## src/rtl/round_controller.sv

```systemverilog
// round_controller
//   Game sequencer sitting between the comparator and the random number
//   generator / display. Runs the round timer, keeps a BCD score and asks the
//   random generator for a fresh number with a one-cycle pulse.
//
// Ports
//   clk        in   system clock, rising edge
//   rst        in   synchronous active-low reset
//   start      in   one-cycle start pulse (IDLE / OVER only)
//   tick       in   one-cycle 1 Hz enable
//   is_equal   in   comparator match level
//   new_num    out  one-cycle request for a new random number
//   score      out  BCD score [7:4] tens, [3:0] units, saturates at 99
//   time_left  out  BCD seconds remaining
//   state      out  00 IDLE, 01 PLAY, 10 WAIT_CLEAR, 11 OVER
//   game_over  out  high while in OVER
module round_controller #(
  parameter int unsigned ROUND_TIME = 10,
  parameter int unsigned MATCH_HOLD = 4,
  parameter int unsigned CLEAR_TO   = 16
) (
  input  logic       clk,
  input  logic       rst,
  input  logic       start,
  input  logic       tick,
  input  logic       is_equal,
  output logic       new_num,
  output logic [7:0] score,
  output logic [7:0] time_left,
  output logic [1:0] state,
  output logic       game_over
);

  typedef enum logic [1:0] {
    IDLE       = 2'b00,
    PLAY       = 2'b01,
    WAIT_CLEAR = 2'b10,
    OVER       = 2'b11
  } state_t;

  localparam logic [7:0] TIME_INIT  = {4'(ROUND_TIME / 10), 4'(ROUND_TIME % 10)};
  localparam logic [7:0] HOLD_LAST  = 8'(MATCH_HOLD - 1);
  localparam logic [7:0] CLEAR_LAST = 8'(CLEAR_TO - 1);

  state_t     state_q, state_d;
  logic [7:0] score_q, score_d;
  logic [7:0] time_q, time_d;
  logic [7:0] hold_q, hold_d;
  logic [7:0] clr_q, clr_d;
  logic       new_num_q, new_num_d;
  logic       game_over_q, game_over_d;
  logic       expire;

  function automatic logic [7:0] bcd_inc(input logic [7:0] v);
    logic [7:0] r;
    if (v == 8'h99)          r = v;
    else if (v[3:0] == 4'd9) r = {v[7:4] + 4'd1, 4'd0};
    else                     r = {v[7:4], v[3:0] + 4'd1};
    return r;
  endfunction

  function automatic logic [7:0] bcd_dec(input logic [7:0] v);
    logic [7:0] r;
    if (v == 8'h00)          r = v;
    else if (v[3:0] == 4'd0) r = {v[7:4] - 4'd1, 4'd9};
    else                     r = {v[7:4], v[3:0] - 4'd1};
    return r;
  endfunction

  // Final tick of the round; only meaningful while the round is running.
  assign expire = tick && (time_q == 8'h01);

  always_comb begin
    state_d   = state_q;
    score_d   = score_q;
    time_d    = time_q;
    hold_d    = hold_q;
    clr_d     = clr_q;
    new_num_d = 1'b0;

    unique case (state_q)
      IDLE, OVER: begin
        if (start) begin
          state_d   = PLAY;
          score_d   = '0;
          time_d    = TIME_INIT;
          hold_d    = '0;
          clr_d     = '0;
          new_num_d = 1'b1;
        end
      end

      PLAY: begin
        if (tick) time_d = bcd_dec(time_q);
        if (is_equal) begin
          // The cycle that would bring the counter to MATCH_HOLD qualifies.
          if (hold_q == HOLD_LAST) begin
            score_d   = bcd_inc(score_q);
            hold_d    = '0;
            clr_d     = '0;
            state_d   = WAIT_CLEAR;
            new_num_d = 1'b1;
          end else begin
            hold_d = hold_q + 8'd1;
          end
        end else begin
          hold_d = '0;
        end
        // Expiry wins over the state change but keeps a same-cycle score.
        if (expire) begin
          state_d   = OVER;
          new_num_d = 1'b0;
          hold_d    = '0;
        end
      end

      WAIT_CLEAR: begin
        if (tick) time_d = bcd_dec(time_q);
        if (!is_equal) begin
          state_d = PLAY;
          clr_d   = '0;
        end else if (clr_q == CLEAR_LAST) begin
          new_num_d = 1'b1;
          clr_d     = '0;
        end else begin
          clr_d = clr_q + 8'd1;
        end
        if (expire) begin
          state_d   = OVER;
          new_num_d = 1'b0;
          clr_d     = '0;
        end
      end

      default: state_d = IDLE;
    endcase

    game_over_d = (state_d == OVER);
  end

  always_ff @(posedge clk) begin
    if (!rst) begin
      state_q     <= IDLE;
      score_q     <= '0;
      time_q      <= TIME_INIT;
      hold_q      <= '0;
      clr_q       <= '0;
      new_num_q   <= 1'b0;
      game_over_q <= 1'b0;
    end else begin
      state_q     <= state_d;
      score_q     <= score_d;
      time_q      <= time_d;
      hold_q      <= hold_d;
      clr_q       <= clr_d;
      new_num_q   <= new_num_d;
      game_over_q <= game_over_d;
    end
  end

  assign new_num   = new_num_q;
  assign score     = score_q;
  assign time_left = time_q;
  assign state     = state_q;
  assign game_over = game_over_q;

endmodule
```

## config.mk

```make
export PLATFORM = sky130hd
export DESIGN_NAME = round_controller
export DESIGN_NICKNAME = d
export VERILOG_FILES = /design/src/rtl/round_controller.sv
export SDC_FILE = /design/constraint.sdc
export NUM_CORES = 1
export LEC_CHECK = 0
export BUFFER_PORTS_ARGS = -buffer_cell sky130_fd_sc_hd__buf_2
export CAP_MARGIN = 20
export CELL_PAD_IN_SITES_DETAIL_PLACEMENT = 2
export CELL_PAD_IN_SITES_GLOBAL_PLACEMENT = 2
export CORE_MARGIN = 2
export CORE_UTILIZATION = 35
export CTS_BUF_LIST = sky130_fd_sc_hd__clkbuf_4 sky130_fd_sc_hd__clkbuf_8 sky130_fd_sc_hd__clkbuf_16
export CTS_CLUSTER_DIAMETER = 40
export DETAILED_ROUTE_END_ITERATION = 8
export HOLD_SLACK_MARGIN = 0.03
export PLACE_DENSITY_LB_ADDON = 0.3
export RECOVER_POWER = 25
export SLEW_MARGIN = 0
export SYNTH_ARGS = -nofsm -noshare
export SYNTH_HDL_FRONTEND = slang
export SYNTH_SLANG_ARGS = --single-unit
```

## constraint.sdc

```tcl
create_clock -name clk -period 2.2 [get_ports clk]
set_input_delay 0.22 -clock clk [delete_from_list [all_inputs] [get_ports clk]]
set_output_delay 0.22 -clock clk [all_outputs]
set_load 0.05 [all_outputs]
```

== Yosys cells after proc, flatten, opt, wreduce, memory -nomap -nowiden ==
Cells that the tools add are included.
Cells by class
  add/sub/neg operators: 6
  equal/unequal tests: 17
  muxes and demuxes: 36
  reduce and logical (&&, ||, !) cells: 13
Operator list (number)
  8-bit 2-to-1 mux: 17
  8-bit case mux with 2 select lines: 3
  8-bit case mux with 3 select lines: 1
  8-bit by 1-bit adder with 8-bit output, second input constant: 2
  2-bit 2-to-1 mux: 6
  2-bit inequality test, second input constant: 6
  4-bit by 1-bit adder with 4-bit output, second input constant: 2
  8-bit by 1-bit == test with 1-bit output, second input constant: 1
  8-bit by 2-bit == test with 1-bit output, second input constant: 1
  8-bit by 4-bit == test with 1-bit output, second input constant: 1
  8-bit == test, second input constant: 1
  8-bit zero test: 1
  4-bit by 1-bit subtractor with 4-bit output, second input constant: 2
  1-bit 2-to-1 mux: 7
  2-bit == test, second input constant: 3
  2-bit case mux with 3 select lines: 1
  3-bit AND reduction: 2
  6-bit AND reduction: 1
  5-bit AND reduction: 1
  4-bit == test, second input constant: 1
  4-bit zero test: 1
  2-bit by 1-bit inequality test with 1-bit output, second input constant: 2
  4-bit AND reduction: 1
  2-bit OR reduction: 2
  6 further kinds: 6
Word-level totals
  bits in registers: 36
  output and inout port bits: 20

== Longest topological paths before layout ==
Gate-level depths: netlist of run 1.
  depth after elaboration: 6
  depth in mapped cells: 8
  mapped depth without buffers: 6

== Worst setup path before layout of run 1 ==
Ideal clock, no wire load.
  path kind: flip-flop to flip-flop
  start: register state_q[0] (netlist: state[0])
  end: register hold_q[4]
  library setup time: 0.091 ns
  data arrival time: 2.235 ns
  setup slack: -0.126 ns
  stages on the path, launching flop included: 8
  path buffers: 2
  cell sequence: dfxtp_1 inv_1 ha_1 clkbuf_1 nor2b_1 clkbuf_1 nor2_1 a311oi_1
Between the ends
  longest elaborated chain between the ends: 4
  elaborated cells between the ends (all ways): 8
RTL lines
  start, declared: line 45  | state_t state_q, state_d;
  start signal, assigned: line 151  | state_q <= state_d;
  2-bit == test or 2-bit zero test (tied branches): line 81  | unique case (state_q)
  2-bit OR reduction: line 81
  2-bit inequality test (no source line) or 2-bit nonzero test (tied branches)
  2-bit AND reduction (no source line)
  end signal, assigned: line 154  | hold_q <= hold_d;
  end, declared: line 48  | logic [7:0] hold_q, hold_d;
Several ways; a longest one is shown, not always the timed one.
A chain may end at the register's enable or synchronous reset.

== Worst setup path in the final report of run 1 ==
  start: register state_q[0] (netlist: state[0])
  end: register time_q[4] (netlist: time_left[4])
Between the ends
  longest elaborated chain between the ends: 4
  elaborated cells between the ends (all ways): 12
RTL lines
  2-bit == test (tied with other cells): line 81
  2-bit OR reduction, on equally long branches
  2-bit inequality test (no source line) or 2-bit by 1-bit inequality test with 1-bit output (tied branches)
  4-bit AND reduction (no source line)
  end signal, assigned: line 153  | time_q <= time_d;
  end, declared: line 47  | logic [7:0] time_q, time_d;
Several ways; a longest one is shown, not always the timed one.

==> impl_metrics.csv, run 1 <==
group,metric,value,unit
critical_path,worst_path_largest_cell_delay,540,ps
critical_path,crit_required,2360,ps
yosys,synth_edf_count,0,
critical_path,cp-startpoint,"state[0]",
cells_and_area,layout.cells.most_common,"dfxtp_1",
grt,grt_antenna_before_repair,0,
timing,max_clock_freq,0.470,GHz
critical_path,worst_setup_path_start_kind,"register",
clock_network,clock_pin_slew_reported_for_the_worst_setup_and_hold_paths_after_clock_tree_synthesis,70,ps
floorplan,die_h,82.4,microns
job,cap_violations,0,
route,number_of_drc_markers_in_iteration_0,48,
cells_and_area,final_cell_count_no_fill,371,
grt,wire_length_of_the_first_global_routing_pass,11400,microns
timing,finalHoldWorstSlack,416,ps
clock_network,clockBufferDepth,2,
yosys,ys_async_sr_fraction,0,%
clock_network,cts_buffers,5,
clock_network,clock_sinks,36,
timing,maxSlewHeadroom,58.2,%
critical_path,setup.reg_to_reg.worst_slack,70,ps
clock_network,hold_buffers,0,
min_path,hold_class,"in2reg",
yosys,post_synth_main_area_contributors,"dfxtp_1, ha_1, nand2_1",
timing,timing_max_transition_violations_final,0,
critical_path,crit-reg2reg-capture,"time_left[4]",
floorplan,die_width,82.4,microns
route,drtAntennaViolNets,0,
yosys,synth_area,2150,sq um
critical_path,timing.critical_path.fanout_max,5,
status,run_status,"finished, final reports clean",
critical_path,worst_path_max_delay_cell,"nor4_1",
timing,worst_pin_slew,630,ps
timing,finalWorstPathRequiredPeriod,2130,ps
grt,global_route.usage.met2,36.3,%
yosys,synth.largest_area_cell,"dfxtp_1",
cells_and_area,finalNetCount,313,
timing,min_period_over_period,96.7,%
placed_design,gp_congestion,0.768,
clock_network,cts_tree,"done",
cells_and_area,synthToLayoutAreaGrowth,19.0,%
critical_path,timing.critical_path.cells,"inv_1 -> ha_1 -> mux2i_1 -> buf_4 -> nor4_1 -> and3_1 -> a31oi_1",
grt,grt_pass1_vias,2212,
floorplan,die-area,6790,sq um
cells_and_area,seq_area,722,sq um
grt,use_met3,3.91,%
cells_and_area,antenna-diode-count,0,
cells_and_area,multi_input_comb_area,1360,sq um
floorplan,core_region_area,5920,sq um
power_and_ir_drop,cellLeakagePower,0.951,nW
floorplan,boundaryPins,25,
critical_path,crit_type,"reg2reg",
timing,timing.clock.skew,10.4,ps
placed_design,numPlacedInstances,364,
timing,timing.final.hold_violations,0,
placed_design,detailed_place_hpwl,5130,microns
critical_path,worstPathArrival,2290,ps
cells_and_area,mostFrequentLayoutCells,"dfxtp_1, nand2_1, buf_4, a21oi_1, clkbuf_1",
placed_design,io_buffers,24,
clock_network,clock_insertion_delay_worst_skew,290,ps
critical_path,worst_setup_path_end,"time_left[4]",
cells_and_area,drive_gt1_share,17.2,%
grt,globalRoute.busiestLayer,"met2",
yosys,netlist-cell-type-count,54,
route,avgViaCountPerCell,5.95,
floorplan,row_count,28,
yosys,netlist_instances,259,
route,routedWlPerCell,19.1,microns
yosys,synth_fp_nets,276,
grt,global_route_total_overflow,0,
route,drtPass1Iterations,4,
grt,grtUsageTotal,21.8,%
route,vias,2207,
yosys,syn-mean-instance-area,8.30,sq um
grt,grt_start_max_net_pins,22,
clock_network,htree_levels,2,
critical_path,r2r.worst_path.cells,7,
yosys,top_reg_cell_synth,"dfxtp_1",
power_and_ir_drop,power.density,619,nW/um^2
timing,setup_viol,0,
critical_path,timing.critical_path.to_type,"register",
yosys,synth-seq-area-share,33.5,%
yosys,yosys_warnings,0,
power_and_ir_drop,ir_worst_vdd,0.000248,V
cells_and_area,final_core_utilization,43.2,%
yosys,yosys_register_bits,36,
cells_and_area,fill_cells,672,
floorplan,initial_utilization,36.3,%
yosys,synth_top_area_share,33.5,%
route,routed_wirelength,7100,microns
clock_network,clockRootBuffer,"clkbuf_8",
route,drcViolationCount,0,
grt,grt_met1_usage,29.0,%
critical_path,critical_path.reg2reg.startpoint,"state[0]",
==> Yosys cell counts (2+ instances only) <==
cell / instances
a21oi_1: 15
nand3_1: 9
and3_1: 5
o32ai_1: 2
ha_1: 12
dfxtp_1: 36
o311a_1: 2
nor2_1: 11
inv_1: 12
nor3b_1: 2
nor3_1: 11
or3b_2: 2
a211oi_1: 4
o21ai_0: 11
clkbuf_1: 12
nor3b_2: 2
mux2i_1: 5
and4_1: 2
nand3b_1: 4
nor2b_1: 3
a31oi_1: 8
nand2_1: 21
a21boi_0: 2
or3_1: 6
o22ai_1: 7
nand2b_1: 3
and2_1: 2
nand4b_1: 6
o31ai_1: 2
a311oi_1: 5
nor4_1: 3
nand4_1: 10
==> how the worst min path moves through the flow <==
stage	startpoint	end	slack, ps	depth (start not counted)
5_1_grt	start	time_left[3]	440	3
6_report	rst	clr_q[1]	420	3
3_5_place_dp	hold_q[0]	hold_q[0]	490	2
3_3_place_gp	clr_q[7]	clr_q[7]	470	2
2_1_floorplan	start	time_left[3]	440	2
4_1_cts	start	time_left[3]	390	3
==> metal layers <==
metal,vias up,wire [microns]
met1,1104,3410
met3,6,201
li1,1067,-
met4,0,72
met5,-,0
met2,30,3410
==> cells by family (layout without fill, tap and decap cells) <==
family / Yosys count / after routing / synth area share, %
AO/OA/AOI/OAI: 71 / 71 / 22.3
XOR/XNOR: 1 / 1 / 0.407
adder cells (fa/ha/maj): 12 / 12 / 6.98
buffers and inverters: 25 / 62 / 4.42
flip-flops: 36 / 36 / 33.5
multiplexers: 5 / 5 / 2.33
AND/OR/NAND/NOR: 109 / 109 / 30.0
==> critical path, delay by kind of cell (launching register included) <==
family | cells | cell delay [ps]
AOI/OAI and AO/OA | 1 | 40
adders and majority gates | 1 | 360
buffers and inverters | 2 | 260
DFF | 1 | 370
muxes | 1 | 180
and+or+nand+nor | 2 | 780
==> cell type report <==
cell class / instances / share of cell area (%)
inverter: 12 / 1.76
tap: 75 / 3.67
timing repair buffer: 43 / 9.63
clock buffer: 7 / 3.76
multi-input combinational: 198 / 53.0
sequential: 36 / 28.2
==> report_power, final <==
part	switching (mW)	internal [mW]	total, mW
registers	0.0221	0.668	0.690
clock network	0.244	0.279	0.523
logic	0.245	0.126	0.371
==> registers in the layout, summed over array words and instances, names as in the netlist <==
register	cells
clr_q	8
game_over	1
hold_q	8
new_num	1
score	8
state	2
time_left	8
==> through the flow <==
step	total power, mW	cell area, sq um	setup slack (ps)	setup TNS (ps)
after detailed placement	1.07	2460	30.5	0
after global routing	1.66	2560	-39.3	-66.6
after floorplan	0.936	2150	0.0142	0
after global placement	1.05	2460	113	0
final	1.58	2560	72.4	0
after CTS	1.59	2550	4.81	0
==> what timing repair did <==
action,4_1_cts,5_1_grt
buffers inserted,0,0
endpoints found under the setup margin,0,15
gates resized for setup,0,5
No activity file was read; power rests on OpenSTA's default activity.
==> run 2, diff against run 1 <==
--- a/config.mk
+++ b/config.mk
@@ -5,11 +5,10 @@
 export SDC_FILE = /design/constraint.sdc
 export NUM_CORES = 1
 export LEC_CHECK = 0
-export BUFFER_PORTS_ARGS = -buffer_cell sky130_fd_sc_hd__buf_2
+export BUFFER_PORTS_ARGS = -buffer_cell sky130_fd_sc_hd__clkbuf_2
 export CAP_MARGIN = 20
 export CELL_PAD_IN_SITES_DETAIL_PLACEMENT = 2
 export CELL_PAD_IN_SITES_GLOBAL_PLACEMENT = 2
-export CORE_MARGIN = 2
 export CORE_UTILIZATION = 35
 export CTS_BUF_LIST = sky130_fd_sc_hd__clkbuf_4 sky130_fd_sc_hd__clkbuf_8 sky130_fd_sc_hd__clkbuf_16
 export CTS_CLUSTER_DIAMETER = 40
==> run 2 against run 1 <==
Compared with the run above:
- combinational power barely moved
- maximum frequency grew 0.33%
- hold slack better by 18 ps
- global-route usage increased by 2.1 points
- highest routed layer unchanged
- via count grew 2.1%
- cell count increased by 0.27%
- first-iteration DRC count rose by 100%
==> impl_metrics.csv, run 2 (same netlist as run 1, synthesis figures left out) <==
group,metric,value,unit
status,run_status,"finished, final reports clean",
critical_path,worst_path_largest_cell_delay,490,ps
critical_path,cp-startpoint,"hold_q[0]",
power_and_ir_drop,power.density,613,nW/um^2
cells_and_area,fill_cells,690,
route,routedWlPerCell,19.4,microns
route,drtAntennaViolNets,0,
critical_path,crit_type,"reg2reg",
floorplan,boundaryPins,25,
grt,grt_pass1_vias,2315,
power_and_ir_drop,p_int,1.07,mW
route,avgViaCountPerCell,6.06,
timing,grt_setup_unrepaired,"false",
grt,grtUsageTotal,23.8,%
floorplan,row_count,28,
clock_network,cts_buffers,5,
critical_path,timing.critical_path.fanout_max,5,
cells_and_area,drive_gt1_share,17.8,%
clock_network,htree_levels,2,
cells_and_area,final_cell_count_no_fill,372,
cells_and_area,synthToLayoutAreaGrowth,19.7,%
grt,global_route_total_overflow,0,
cells_and_area,layout.cells.most_common,"dfxtp_1",
critical_path,worst_setup_path_end,"score[2]",
timing,min_period_over_period,96.4,%
critical_path,timing.critical_path.to_type,"register",
timing,timing.clock.skew,4.99,ps
grt,grt_antenna_before_repair,0,
critical_path,worstPathArrival,2300,ps
min_path,hold_class,"in2reg",
route,routed_wirelength,7210,microns
cells_and_area,finalNetCount,313,
critical_path,critical_path.reg2reg.startpoint,"hold_q[0]",
timing,timing_max_transition_violations_final,0,
cells_and_area,antenna-diode-count,0,
timing,timing.final.ws_setup,79.3,ps
floorplan,initial_utilization,36.3,%
min_path,holdCritStartpoint,"start",
timing,maxSlewHeadroom,41.9,%
floorplan,die-area,6460,sq um
critical_path,r2r.worst_path.cells,5,
power_and_ir_drop,cellLeakagePower,0.946,nW
clock_network,cts_tree,"done",
clock_network,clock_sinks,36,
route,drtPass1Iterations,4,
floorplan,die_width,80.4,microns
clock_network,clockRootBuffer,"clkbuf_8",
grt,grt_start_max_net_pins,26,
critical_path,timing.critical_path.cells,"ha_2 -> or4b_4 -> o21a_1 -> o31a_1 -> a221o_1",
power_and_ir_drop,switching_share,32.0,%
placed_design,numPlacedInstances,363,
critical_path,setup.reg_to_reg.worst_slack,80,ps
timing,setup_total_negative_slack,0,ps
timing,max_clock_freq,0.472,GHz
critical_path,worst_setup_path_start_kind,"register",
timing,finalHoldWorstSlack,434,ps
timing,timing.final.hold_violations,0,
placed_design,gp_congestion,0.788,
timing,finalWorstPathRequiredPeriod,2120,ps
grt,wire_length_of_the_first_global_routing_pass,11900,microns
power_and_ir_drop,post-layout-total-power,1.58,mW
critical_path,crit_required,2380,ps
placed_design,detailed_place_hpwl,5080,microns
route,vias,2254,
clock_network,clockBufferDepth,2,
min_path,worst_hold_path.num_cells,3,
power_and_ir_drop,ir_worst_vdd,0.000359,V
timing,setup_viol,0,
job,cap_violations,0,
floorplan,core_region_area,5920,sq um
critical_path,crit-reg2reg-capture,"score[2]",
power_and_ir_drop,switching_power,0.506,mW
critical_path,worst_path_max_delay_cell,"or4b_4",
timing,worst_pin_slew,871,ps
placed_design,io_buffers,24,
power_and_ir_drop,comb_power_share,23.3,%
clock_network,clock_insertion_delay_worst_skew,280,ps
cells_and_area,mostFrequentLayoutCells,"dfxtp_1, nand2_1, buf_4, a21oi_1, clkbuf_1",
placed_design,place_worst_setup_slack,-55.9,ps
clock_network,clock_pin_slew_reported_for_the_worst_setup_and_hold_paths_after_clock_tree_synthesis,70,ps
route,drcViolationCount,0,
floorplan,die_h,80.4,microns
route,number_of_drc_markers_in_iteration_0,97,
power_and_ir_drop,power.share.sequential,43.7,%
power_and_ir_drop,clock_power_share,32.9,%
-- run 2: how the worst min path moves through the flow --
stage	endpoint	slack [ps]
final	time_left[3]	430
after global routing	clr_q[7]	470
after CTS	time_left[3]	430
after detailed placement	clr_q[7]	490
after global placement	clr_q[7]	470
after floorplan	time_left[3]	440
-- run 2: layout make-up --
cell class	instances	area (sq um)	share of cell area, %
timing repair buffer	43	246	9.58
sequential	36	722	28.1
clock buffer	8	97.6	3.79
multi-input combinational	198	1370	53.2
inverter	12	45.0	1.75
tap	75	93.8	3.65
-- run 2: what timing repair did --
item	CTS	global route
setup buffers	0	1
resized for setup	1	6
setup endpoints to repair	1	13
pin swaps	0	1
hold buffers	0	0
-- run 2: power groups by stage --
stage                     registers [mW]  logic [mW]  clock network, mW
after floorplan                    0.753       0.182                  0
after global placement             0.703       0.348                  0
after detailed placement           0.705       0.360                  0
after CTS                          0.690       0.364              0.538
after global routing               0.693       0.403              0.559
final                              0.690       0.369              0.520
-- run 2: per-layer routing --
| metal | vias up | track usage, % | part of all wire (%) |
|---|---|---|---|
| met3 | 4 | 3.98 | 2.5 |
| met2 | 32 | 39.7 | 48 |
| met5 | - | 0 | 0 |
| met1 | 1148 | 31.8 | 49 |
| met4 | 0 | 5.71 | 0.64 |
| li1 | 1070 | - | - |
-- run 2: critical path: cells and delay by family (launching register included) --
family / cells / cell delay (ps)
adder cells (fa/ha/maj): 1 / 240
flip-flops: 1 / 380
AND/OR/NAND/NOR: 1 / 490
AO/OA/AOI/OAI: 3 / 900
-- run 2: through the flow --
step	util (%)	area, sq um
2_1_floorplan	-	2150
3_3_place_gp	41.4	2450
3_5_place_dp	41.4	2450
4_1_cts	43.1	2550
5_1_grt	43.5	2570
6_report	43.5	2570
